File: src/rtl/load_store_unit.sv
// RV32I load/store unit: one outstanding byte/half/word access on a byte-enabled data bus.
// Define LSU_MISALIGN_TRAP_EN to fault misaligned half/word accesses instead of truncating them.
module load_store_unit #(
  parameter int unsigned ADDR_W = 32
) (
  input  logic              clk,
  input  logic              reset,
  input  logic              req_valid,
  input  logic              req_re,
  input  logic              req_we,
  input  logic [2:0]        req_funct3,
  input  logic [ADDR_W-1:0] req_addr,
  input  logic [31:0]       req_wdata,
  output logic              busy,
  output logic              done,
  output logic              fault,
  output logic [31:0]       rdata,
  output logic [ADDR_W-1:0] dbus_addr,
  output logic [31:0]       dbus_wdata,
  output logic [3:0]        dbus_byteen,
  output logic              dbus_re,
  output logic              dbus_we,
  input  logic              dbus_waitrequest,
  input  logic [31:0]       dbus_rdata,
  input  logic              dbus_readdatavalid
);

  typedef enum logic [2:0] {StIdle, StReq, StWaitRd, StDone, StFault} state_e;

  state_e            state_q, state_d;
  logic              is_load_q, is_load_d;
  logic [2:0]        funct3_q, funct3_d;
  logic [1:0]        off_q, off_d;
  logic [ADDR_W-3:0] word_addr_q, word_addr_d;
  logic [31:0]       wdata_q, wdata_d;
  logic [3:0]        byteen_q, byteen_d;
  logic [31:0]       rdata_q, rdata_d;

  logic              accept, illegal;
  logic [1:0]        req_off;
  logic [3:0]        req_byteen;
  logic [31:0]       req_lanes;
  logic [31:0]       shifted, load_ext;

  // Request decode: offset truncated to natural alignment, enables, lane replication, legality.
  always_comb begin
    accept = req_valid && (req_re || req_we);
    unique case (req_funct3[1:0])
      2'b00: begin
        req_off    = req_addr[1:0];
        req_byteen = 4'b0001 << req_off;
        req_lanes  = {4{req_wdata[7:0]}};
      end
      2'b01: begin
        req_off    = {req_addr[1], 1'b0};
        req_byteen = 4'b0011 << req_off;
        req_lanes  = {2{req_wdata[15:0]}};
      end
      default: begin
        req_off    = 2'b00;
        req_byteen = 4'b1111;
        req_lanes  = req_wdata;
      end
    endcase
    illegal = 1'b0;
    if (req_re && req_we) begin
      illegal = 1'b1;
    end else if (req_re) begin
      illegal = !(req_funct3 == 3'b000 || req_funct3 == 3'b001 || req_funct3 == 3'b010 ||
                  req_funct3 == 3'b100 || req_funct3 == 3'b101);
    end else begin
      illegal = !(req_funct3 == 3'b000 || req_funct3 == 3'b001 || req_funct3 == 3'b010);
    end
`ifdef LSU_MISALIGN_TRAP_EN
    if ((req_funct3[1:0] == 2'b01 && req_addr[0]) ||
        (req_funct3[1:0] == 2'b10 && req_addr[1:0] != 2'b00)) begin
      illegal = 1'b1;
    end
`endif
  end

  always_comb begin
    shifted = dbus_rdata >> {off_q, 3'b000};
    case (funct3_q)
      3'b000:  load_ext = {{24{shifted[7]}}, shifted[7:0]};
      3'b001:  load_ext = {{16{shifted[15]}}, shifted[15:0]};
      3'b100:  load_ext = {24'b0, shifted[7:0]};
      3'b101:  load_ext = {16'b0, shifted[15:0]};
      default: load_ext = shifted;
    endcase
  end

  // State register and datapath registers.
  always_ff @(posedge clk) begin
    if (reset) begin
      state_q     <= StIdle;
      is_load_q   <= 1'b0;
      funct3_q    <= 3'b000;
      off_q       <= 2'b00;
      word_addr_q <= '0;
      wdata_q     <= 32'h0;
      byteen_q    <= 4'b0000;
      rdata_q     <= 32'h0;
    end else begin
      state_q     <= state_d;
      is_load_q   <= is_load_d;
      funct3_q    <= funct3_d;
      off_q       <= off_d;
      word_addr_q <= word_addr_d;
      wdata_q     <= wdata_d;
      byteen_q    <= byteen_d;
      rdata_q     <= rdata_d;
    end
  end

  // Next-state logic.
  always_comb begin
    state_d = state_q;
    unique case (state_q)
      StIdle:   if (accept) state_d = illegal ? StFault : StReq;
      StReq:    if (!dbus_waitrequest) state_d = is_load_q ? StWaitRd : StDone;
      StWaitRd: if (dbus_readdatavalid) state_d = StDone;
      StDone:   state_d = StIdle;
      StFault:  state_d = StIdle;
      default:  state_d = StIdle;
    endcase
  end

  always_comb begin
    is_load_d   = is_load_q;
    funct3_d    = funct3_q;
    off_d       = off_q;
    word_addr_d = word_addr_q;
    wdata_d     = wdata_q;
    byteen_d    = byteen_q;
    rdata_d     = rdata_q;
    if (state_q == StIdle && accept) begin
      is_load_d   = req_re;
      funct3_d    = req_funct3;
      off_d       = req_off;
      word_addr_d = req_addr[ADDR_W-1:2];
      wdata_d     = req_lanes;
      byteen_d    = req_byteen;
      if (illegal) rdata_d = 32'h0;
    end else if (state_q == StWaitRd && dbus_readdatavalid) begin
      rdata_d = load_ext;
    end
  end

  // Output logic.
  always_comb begin
    busy    = (state_q != StIdle);
    done    = (state_q == StDone) || (state_q == StFault);
    fault   = (state_q == StFault);
    dbus_re = (state_q == StReq) && is_load_q;
    dbus_we = (state_q == StReq) && !is_load_q;
  end

  assign rdata       = rdata_q;
  assign dbus_addr   = {word_addr_q, 2'b00};
  assign dbus_wdata  = wdata_q;
  assign dbus_byteen = byteen_q;

endmodule

File: config.mk
export PLATFORM = sky130hd
export DESIGN_NAME = load_store_unit
export DESIGN_NICKNAME = d
export VERILOG_FILES = /design/src/rtl/load_store_unit.sv
export SDC_FILE = /design/constraint.sdc
export NUM_CORES = 1
export LEC_CHECK = 0
export ABC_AREA = 1
export ABC_CLOCK_PERIOD_IN_PS = 1860
export CAP_MARGIN = 5
export CORE_MARGIN = 3
export CORE_UTILIZATION = 43
export CTS_CLUSTER_SIZE = 40
export DETAILED_ROUTE_END_ITERATION = 8
export HOLD_SLACK_MARGIN = 0.12
export PLACE_DENSITY = 0.8
export SLEW_MARGIN = 15
export SYNTH_ARGS = -nofsm -noshare
export SYNTH_HDL_FRONTEND = slang
export SYNTH_SLANG_ARGS = --single-unit
File: constraint.sdc
create_clock -name clk -period 1.86 [get_ports clk]
set_clock_uncertainty 0.15 [all_clocks]
set_input_delay 0.372 -clock clk [delete_from_list [all_inputs] [get_ports clk]]
set_output_delay 0.372 -clock clk [all_outputs]
set_load 0.1 [all_outputs]
* After elaboration in Yosys (flattened, before gate mapping)
Cells that the tools add are included.
** Storage, ports and cells
- Flip-flop bits (word level) :: 107
** Operators by class
- Shifts and indexed selects :: 3
- Multiplexer cells :: 15
- Reduce and logical (&&, ||, !) cells :: 23
- Eq/ne operators :: 16
** Operators by type and width (count)
- 32-bit one-hot mux with 4 select lines :: 1
- 32-bit 2-to-1 mux :: 3
- 32-bit one-hot mux with 2 select lines :: 1
- 32-bit by 5-bit right shift with 32-bit output :: 1
- 3-bit equality test, second input constant :: 5
- 3-bit 2-to-1 mux :: 4
- 3-bit by 1-bit equality test with 1-bit output, second input constant :: 3
- 3-bit by 2-bit equality test with 1-bit output, second input constant :: 3
- 3-bit logical NOT :: 3
- 3-bit one-hot mux with 3 select lines :: 1
- 2-bit inequality test, second input constant :: 4
- 4-bit one-hot mux with 2 select lines :: 1
- 1-bit logical AND :: 6
- 1-bit logical OR :: 6
- 2-bit one-hot mux with 2 select lines :: 1
- 1-bit by 2-bit << shifter with 4-bit output, first input constant :: 1
- 2-bit by 2-bit << shifter with 4-bit output, first input constant :: 1
- 1-bit logical NOT :: 3
- 1-bit 2-to-1 mux :: 3
- 3-bit AND reduction :: 1
- 3-bit nonzero test :: 1
- 2-bit by 1-bit equality test with 1-bit output, second input constant :: 1
- 2-bit logical NOT :: 1
- 2-bit AND reduction :: 1
- 2-bit nonzero test :: 1

* Depth between registers and ports, before layout
Gate-level depths: netlist of run 1.
- Depth after elaboration :: 11
- Depth in mapped cells :: 10
- Depth with buffers taken out :: 9

* Worst setup path before layout of run 1
OpenSTA, ideal clock, no wires.
- Path type :: register -> output
- Start :: register state_q[0]
- End :: output done
- Stages on the path, launching flop included :: 4
- Data required time :: 1.338 ns
- Buffers on the path :: 0
- Path slack :: -1.270 ns
- Arrival time :: 2.608 ns
- Cell sequence :: dfxtp_1 > inv_2 > nand2_1 > o21ai_0
** Between the ends
- Longest elaborated chain between the ends :: 2
- Elaborated cells between the ends (all ways) :: 3
** Ends and longest elaborated chain
- from (decl) :: RTL line 30 : state_e state_q, state_d;
- from (signal assigned) :: RTL line 96 : state_q <= StIdle;
- from (signal assigned) :: RTL line 105 : state_q <= state_d;
- 3-bit by 2-bit equality test with 1-bit output / 3-bit equality test (equally long branches) :: RTL line 153 : done = (state_q == StDone) || (state_q == StFault);
- 1-bit logical OR * :: RTL line 153
- to (decl) :: RTL line 15 : output logic done,
Mark *: on every way between the ends. The rest lies on a longest branch, timed or not.

* Worst setup path after layout of run 1
- Start :: register state_q[2]
- End :: output dbus_we
** Between the ends
- Longest elaborated chain between the ends :: 2
** Ends and longest elaborated chain
- 3-bit by 1-bit equality test with 1-bit output :: RTL line 156 : dbus_we = (state_q == StReq) && !is_load_q;
- 1-bit logical AND :: RTL line 156
- to (decl) :: RTL line 22 : output logic dbus_we,
No other way between the ends.

==> results of run 1 <==
[layer usage]
| layer | share of wire, % | GRT usage [%] | vias to the layer above |
|---|---|---|---|
| li1 | - | - | 2778 |
| met1 | 37 | 28.53 | 2595 |
| met2 | 50 | 43.83 | 265 |
| met3 | 11 | 9.158 | 34 |
| met4 | 2.6 | 9.311 | 0 |
| met5 | 0 | 0 | - |
[metrics by stage]
stage          power [uW]  hold WS (ns)  utilization (%)  cells
6_report             8611        0.3680            75.92   1063
5_1_grt              8949        0.3873            75.92   1063
4_1_cts              8604        0.3689            75.53   1061
3_5_place_dp         6854        0.3588            73.15   1045
3_3_place_gp         6801        0.3546            73.15   1045
2_1_floorplan        5300        0.3470                -    713
[critical path, cell delays in order, from the launching register on]
cell and delay [ns]:
dfxtp_1 0.35, inv_2 0.15, nand4_1 0.15, inv_1 0.13, buf_12 0.18
[path summary, 6_finish.rpt]
kind                                               from                            to  slack [ns]  depth (start not counted)
worst max-delay path            state_q[2]$_SDFFE_PP0P_                       dbus_we        0.04                          4
worst min-delay path              rdata[2]$_SDFFE_PP0P_         rdata[2]$_SDFFE_PP0P_        0.37                          2
worst min register to register    rdata[2]$_SDFFE_PP0P_         rdata[2]$_SDFFE_PP0P_        0.37                          2
worst max register to register  state_q[2]$_SDFFE_PP0P_  word_addr_q[23]$_SDFFE_PP0P_        0.09                          8
[power by group through the flow]
stage | clock [uW] | sequential [uW] | combinational [uW]
4_1_cts | 1780 | 2770 | 4050
6_report | 1760 | 2770 | 4080
3_5_place_dp | 0 | 2820 | 4040
5_1_grt | 1880 | 2790 | 4270
2_1_floorplan | 0 | 4160 | 1140
3_3_place_gp | 0 | 2810 | 3990
[final cells by class]
| class | instances | area share [%] |
|---|---|---|
| timing repair buffer | 250 | 40.56 |
| clock buffer | 10 | 2.619 |
| clock inverter | 4 | 0.3291 |
| tap | 143 | 2.046 |
| sequential | 107 | 24.51 |
| multi-input combinational | 527 | 28.91 |
| inverter | 22 | 1.030 |
[registers in the layout, summed over array words and instances (netlist names)]
signal and count:
word_addr_q 30, funct3_q 3, dbus_byteen 4, state_q 3, dbus_wdata 32, rdata 32
is_load_q 1, off_q 2
[kinds of logic after synthesis]
| kind of cell | count (synthesis) | share of synthesized area [%] |
|---|---|---|
| and+or+nand+nor | 340 | 29.30 |
| AOI/OAI and AO/OA | 185 | 19.60 |
| DFF | 107 | 42.04 |
| buffers and inverters | 79 | 8.988 |
| other | 1 | 0.07360 |
[what timing repair did]
item,4_1_cts,5_1_grt
setup endpoints to repair,2,4
buffers inserted,2,1
gates resized for setup,1,3
pin swaps,0,1
cloned,0,1
[layout by cell type, fill, tap and decap left out, types with 10 or more instances in the layout]
master           instances
a21oi_1                 74
a21oi_2                 10
buf_12                 111
buf_4                   33
clkbuf_16               10
clkdlybuf4s50_1        105
dfxtp_1                106
inv_1                   13
nand2_1                133
nand2_2                 14
nand3_1                 69
nor2_1                 105
o21ai_0                 59
o21ai_1                 23
==> results.yml, run 1 <==
outcome:
  outcome: "completed"
synthesis:
  yosys_warnings: 0
  synthCells: 712
  yosysUniqueCellTypes: 36
  synth_edf_count: 0
  synthTopCellsByArea: "dfxtp_1, nand2_1, nor2_1"
  synth_common_cells: "nand2_1, dfxtp_1, nor2_1, a21oi_1, nand3_1"
  synth_top_area_share_pct: 42.04
  synth_top_area_cell: "dfxtp_1"
  ys_seq_area_share_pct: 42.04
  ys_ff_latch: 107
  yosysMostFrequentCell: "nand2_1"
  synth_ff_type: "dfxtp_1"
  syn_area_per_cell_sq_um: 7.156
  synthArstFlopShare_pct: 0
  syn_area_sq_mm: 0.005095
die:
  core_area_sq_mm: 0.01152
  start_util_pct: 44.24
  std_cell_rows: 39
  num_io_pins: 211
  fp.dieW_um: 114.9
  die_h_um: 114.9
  dieArea_sq_mm: 0.01319
power_and_ir_drop:
  p_sw_uw: 3709
  leakagePower_uw: 0.003606
  p_clk_share_pct: 20.4
  power_density_mw_per_mm2: 984.9
  swShare_pct: 43.08
  intPower_uw: 4902
  ir_worst_vdd_uv: 703.4
  combPwrFrac_pct: 47.4
  seqPwrFrac_pct: 32.2
layout:
  design_area_sq_mm: 0.008743
  fin_nets: 1023
  n_antenna_cell: 0
  syn2layout_area_growth_pct: 71.61
  fillers: 845
  register_area_sq_mm: 0.002143
  multiInputGateArea_sq_mm: 0.002527
  drive_above_1_share_pct: 22.39
clock_tree:
  cts_root_buf: "clkbuf_16"
  htreeDepth: 3
  clkTransAtPathRegs_ns: 0.07
  numCtsBuffers: 9
  insertion_delay_ns: 0.34
  cts.sinks: 107
  ctsHoldBuffers: 0
  clock_path_buffers: 2
  cts_tree: "yes"
timing:
  fmax_ghz: 0.5483
  finalCritPeriodShare_pct: 98.05
  slew_viol_final: 0
  finalSetupViolCount: 0
  finalCriticalPeriod_ns: 1.824
  layout_setup_ws_ns: 0.03620
  rsz0062_at_grt: "yes"
  fin_setup_tns_ns: 0
  hold_violations: 0
routing:
  first_pass_iters: 5
  vias_per_cell: 5.336
  drt_iter0_markers: 567
  route.vias.total: 5672
  antenna_left: 0
  drc: 0
  wl_per_cell_um: 16.38
  wl_um: 17410
critical_path:
  startpoint_type: "register"
  worst_ep_arrival_time_ns: 1.30
  cp.required_ns: 1.34
  end_kind: "primary output"
  crit_path_max_fanout: 7
  critPathKind: "reg2out"
placed_design:
  place.gp.congestion: 0.8697
  preCtsSetupSlack_ns: -0.2287
  placed_area_sq_mm: 0.008424
  dp_hpwl_um: 13050
  io_buffers: 208
global_routing:
  grt_pass1_vias: 5416
  grt_pass1_wl_um: 26620
  grt_max_degree: 66
  antenna_found_initial: 0
  grt.overflow.total: 0
  track_usage_pct: 25.30
run:
  max_cap_viol_count: 0
worst_hold_path:
  hp-class: "reg2reg"
Power figures use the tool's default switching activity.
==> run 2: changes to the inputs <==
CTS_BUF_LIST = sky130_fd_sc_hd__clkbuf_16   (was unset)
MAX_ROUTING_LAYER = met4   (was unset)
RECOVER_POWER = 50   (was unset)
==> results.yml, run 2 (synthesized netlist as in run 1, its figures left out) <==
layout:
  syn2layout_area_growth_pct: 42.73
  final_common_cell: "nand2_1"
  layout_common_cells: "nand2_1, dfxtp_1, nor2_1, clkdlybuf4s50_1, clkbuf_2"
  fin_nets: 1023
  final_util_pct: 63.15
  n_antenna_cell: 0
  drive_above_1_share_pct: 22.39
  fillers: 1027
  finalNonFillerCells: 1063
critical_path:
  reg2reg_to: "word_addr_q[23]$_SDFFE_PP0P_"
  startpoint_type: "register"
  end_kind: "primary output"
  cp.required_ns: 1.34
  r2r-start: "state_q[2]$_SDFFE_PP0P_"
  critPathKind: "reg2out"
  worst_ep_arrival_time_ns: 1.30
  setup.worst_path.start: "state_q[2]$_SDFFE_PP0P_"
  crit_path_max_fanout: 7
  r2r_cells: 8
  rrSetupSlack_ns: 0.09
routing:
  route.vias.total: 5672
  vias_per_cell: 5.336
  first_pass_iters: 5
  wl_um: 17490
  antenna_left: 0
  wl_per_cell_um: 16.45
  drc: 0
  drt_iter0_markers: 626
clock_tree:
  insertion_delay_ns: 0.34
  cts.sinks: 107
  htreeDepth: 3
  numCtsBuffers: 9
  cts_root_buf: "clkbuf_16"
  ctsHoldBuffers: 0
  clkTransAtPathRegs_ns: 0.07
  cts_tree: "yes"
  clock_path_buffers: 2
power_and_ir_drop:
  intPower_uw: 4268
  p_clk_share_pct: 22.4
  power_density_mw_per_mm2: 1083
  power.total_uw: 7873
  ir_worst_vdd_uv: 638.2
  p_sw_uw: 3605
  swShare_pct: 45.79
  leakagePower_uw: 0.003229
  seqPwrFrac_pct: 33.7
  combPwrFrac_pct: 43.9
worst_hold_path:
  hp-start: "rdata[2]$_SDFFE_PP0P_"
  min_path_cells: 2
  hold_end: "rdata[2]$_SDFFE_PP0P_"
  hp-class: "reg2reg"
timing:
  maxSlewHeadroom_pct: 61.04
  finalSetupViolCount: 0
  fmax_ghz: 0.5501
  rsz0062_at_grt: "yes"
  hold_violations: 0
  slew_viol_final: 0
  finalCriticalPeriod_ns: 1.818
  worstMarginPinSlew_ns: 0.5869
  finalCritPeriodShare_pct: 97.73
placed_design:
  place.gp.congestion: 0.8839
  dp_hpwl_um: 13050
  dp.cells: 1045
  io_buffers: 208
global_routing:
  grt_pass1_wl_um: 26580
  grt.overflow.total: 0
  grt_pass1_vias: 5411
  track_usage_pct: 26.12
  antenna_found_initial: 0
  grt_max_degree: 66
die:
  start_util_pct: 44.24
  core_area_sq_mm: 0.01152
  dieArea_sq_mm: 0.01319
  std_cell_rows: 39
  num_io_pins: 211
  fp.dieW_um: 114.9
  die_h_um: 114.9
run:
  max_cap_viol_count: 0
outcome:
  outcome: "completed"
## run 2: cell count changes in the layout (fill, tap and decap cells not counted), sizes merged
cell / change
inv: +1
clkbuf: +93
buf: -94
## run 2: what timing repair did
action                                  in CTS  in global routing
gates cloned                                 0                  1
endpoints found under the setup margin       2                  6
setup buffers                                2                  1
pin swaps                                    0                  1
gates resized for setup                      1                  3
## run 2: critical path: stages (launching register included)
cell,delay (ns)
dfxtp_1,0.35
inv_2,0.14
nand3_2,0.12
nor2_4,0.15
buf_12,0.18
## run 2: stage by stage
| stage | setup TNS [ns] | hold slack (ns) | setup slack (ns) | cell area [sq um] |
|---|---|---|---|---|
| after CTS | 0 | 0.3689 | 0.004092 | 8698 |
| after global placement | -9.930 | 0.3546 | -0.1681 | 8424 |
| after detailed placement | -14.50 | 0.3588 | -0.2287 | 8424 |
| after floorplan | -0.04997 | 0.3470 | -0.02596 | 5115 |
| final | 0 | 0.3298 | 0.04214 | 7272 |
| after global routing | -0.06436 | 0.3508 | -0.03805 | 7272 |
## run 2: layout make-up
class	count	area, sq um	share of cell area, %
sequential	107	2143	29.47
timing repair buffer	250	2074	28.53
inverter	22	90.09	1.239
clock inverter	5	32.53	0.4474
clock buffer	9	225.2	3.097
multi-input combinational	527	2527	34.76
tap	143	178.9	2.460
## run 2: power groups by stage
stage	logic, uW	registers (uW)	clock network [uW]
after global placement	3990	2810	0
after detailed placement	4040	2820	0
after floorplan	1140	4160	0
final	3450	2660	1760
after global routing	3640	2680	1880
after CTS	4050	2770	1780
## run 2: per-layer routing
| layer | global-route usage [%] | vias up | routed length, um |
|---|---|---|---|
| met2 | 43.90 | 276 | 8701 |
| li1 | - | 2777 | - |
| met5 | - | - | 0 |
| met1 | 29.38 | 2584 | 6694 |
| met3 | 8.053 | 35 | 1643 |
| met4 | 9.077 | 0 | 449 |
## run 2: worst max-delay path by stage
stage / endpoint / slack [ns] / cells past startpoint
after floorplan: dbus_re / -0.03 / 3
after global placement: dbus_byteen[0]$_SDFFE_PP0P_ / -0.17 / 7
after detailed placement: word_addr_q[11]$_SDFFE_PP0P_ / -0.23 / 7
after CTS: dbus_re / 0.004 / 4
after global routing: dbus_re / -0.04 / 4
final: dbus_re / 0.04 / 4
==> run 3: changes to the inputs <==
CORE_ASPECT_RATIO = 1.5   (was unset)
==> results.yml, run 3 (synthesized netlist as in run 1, its figures left out) <==
clock_tree:
  ctsHoldBuffers: 0
  insertion_delay_ns: 0.34
  clock_path_buffers: 2
  cts_root_buf: "clkbuf_16"
  clkTransAtPathRegs_ns: 0.07
  cts_tree: "yes"
  postCtsSetupBuffers: 0
  numCtsBuffers: 9
  cts.sinks: 107
  htreeDepth: 3
timing:
  slew_viol_final: 0
  rsz0062_at_grt: "yes"
  finalCritPeriodShare_pct: 97.81
  layout_setup_ws_ns: 0.04068
  hold_slack_ns: 0.3301
  finalSetupViolCount: 0
  finalCriticalPeriod_ns: 1.819
  fmax_ghz: 0.5497
  hold_violations: 0
  maxSlewHeadroom_pct: 61.33
  worstMarginPinSlew_ns: 0.5825
critical_path:
  reg2reg_to: "rdata[17]$_SDFFE_PP0P_"
  critPathKind: "reg2out"
  r2r_cells: 7
  r2r-start: "off_q[0]$_SDFFE_PP0P_"
  crit_path_max_fanout: 6
  rrSetupSlack_ns: 0.18
  worst_ep_arrival_time_ns: 1.30
  end_kind: "primary output"
  startpoint_type: "register"
  cp.required_ns: 1.34
power_and_ir_drop:
  ir_worst_vdd_uv: 583.8
  leakagePower_uw: 0.003216
  seqPwrFrac_pct: 34.0
  intPower_uw: 4258
  swShare_pct: 45.60
  p_sw_uw: 3569
  power_density_mw_per_mm2: 1080
  combPwrFrac_pct: 43.8
  p_clk_share_pct: 22.2
global_routing:
  grt_max_degree: 39
  grt.overflow.total: 0
  grt_pass1_vias: 5342
  antenna_found_initial: 0
  track_usage_pct: 26.59
  grt_pass1_wl_um: 26990
layout:
  layout_common_cells: "nand2_1, dfxtp_1, clkdlybuf4s50_1"
  syn2layout_area_growth_pct: 42.24
  final_util_pct: 62.85
  finalNonFillerCells: 1067
  final_common_cell: "nand2_1"
  drive_above_1_share_pct: 21.92
  n_antenna_cell: 0
  fin_nets: 1019
worst_hold_path:
  min_path_cells: 2
  hp-class: "reg2reg"
  hold_end: "word_addr_q[3]$_SDFFE_PP0P_"
  hp-start: "word_addr_q[3]$_SDFFE_PP0P_"
die:
  std_cell_rows: 48
  start_util_pct: 44.18
  num_io_pins: 211
  fp.dieW_um: 94.88
  die_h_um: 139.3
  dieArea_sq_mm: 0.01322
  core_area_sq_mm: 0.01153
routing:
  antenna_left: 0
  drt_iter0_markers: 305
  route.vias.total: 5638
  wl_um: 17120
  first_pass_iters: 5
  wl_per_cell_um: 16.05
  drc: 0
  vias_per_cell: 5.284
outcome:
  outcome: "completed"
placed_design:
  place.gp.congestion: 0.8887
  dp_hpwl_um: 13280
  preCtsSetupSlack_ns: -0.3399
  io_buffers: 208
  dp.cells: 1052
run:
  max_cap_viol_count: 0
-- run 3: layout make-up --
| cell class | count | area (sq um) |
|---|---|---|
| Fill cell | 994 | 4284 |
| Multi-Input combinational cell | 527 | 2517 |
| Sequential cell | 107 | 2143 |
| Timing Repair Buffer | 246 | 2044 |
| Clock buffer | 9 | 225.2 |
| Tap cell | 150 | 187.7 |
| Inverter | 22 | 92.59 |
| Clock inverter | 6 | 36.28 |
-- run 3: per-layer routing --
layer | GRT usage, % | wire length [um] | up-vias
li1 | - | - | 2766
met1 | 28.02 | 6087 | 2566
met2 | 46.36 | 8935 | 262
met3 | 6.598 | 1386 | 44
met4 | 11.10 | 711 | 0
met5 | - | 0 | -
-- run 3: worst max-delay path, stage by stage (launching register included) --
cell and delay [ns]:
dfxtp_1 0.32, inv_2 0.13, nand2_2 0.10, o21ai_2 0.21, buf_12 0.20
-- run 3: how the worst max path moves through the flow --
stage | start | end | cells after the start
after floorplan | state_q[2]$_SDFFE_PP0P_ | dbus_re | 3
after global placement | req_funct3[1] | dbus_byteen[1]$_SDFFE_PP0P_ | 6
after detailed placement | req_funct3[1] | dbus_byteen[1]$_SDFFE_PP0P_ | 6
after CTS | state_q[2]$_SDFFE_PP0P_ | dbus_re | 4
after global routing | state_q[2]$_SDFFE_PP0P_ | dbus_re | 4
final | state_q[1]$_SDFFE_PP0P_ | done | 4
-- run 3: timing repair --
item / 4_1_cts / 5_1_grt
gates resized for setup: 3 / 2
gates cloned: 0 / 0
pin swaps: 1 / 0
endpoints found under the setup margin: 2 / 6
-- run 3: per-stage QoR --
stage | TNS, ns | area (sq um) | total power [uW]
2_1_floorplan | -0.04997 | 5115 | 5300
6_report | 0 | 7247 | 7827
3_3_place_gp | -12.36 | 8458 | 6830
3_5_place_dp | -16.95 | 8458 | 6879
4_1_cts | 0 | 8726 | 8612
5_1_grt | -0.06446 | 7247 | 8160
-- run 3: power groups by stage --
stage / registers, uW / clock network (uW) / logic (uW)
floorplan: 4160 / 0 / 1140
global placement: 2810 / 0 / 4020
detailed placement: 2820 / 0 / 4060
CTS: 2770 / 1770 / 4070
global route: 2680 / 1860 / 3620
finish: 2660 / 1740 / 3430
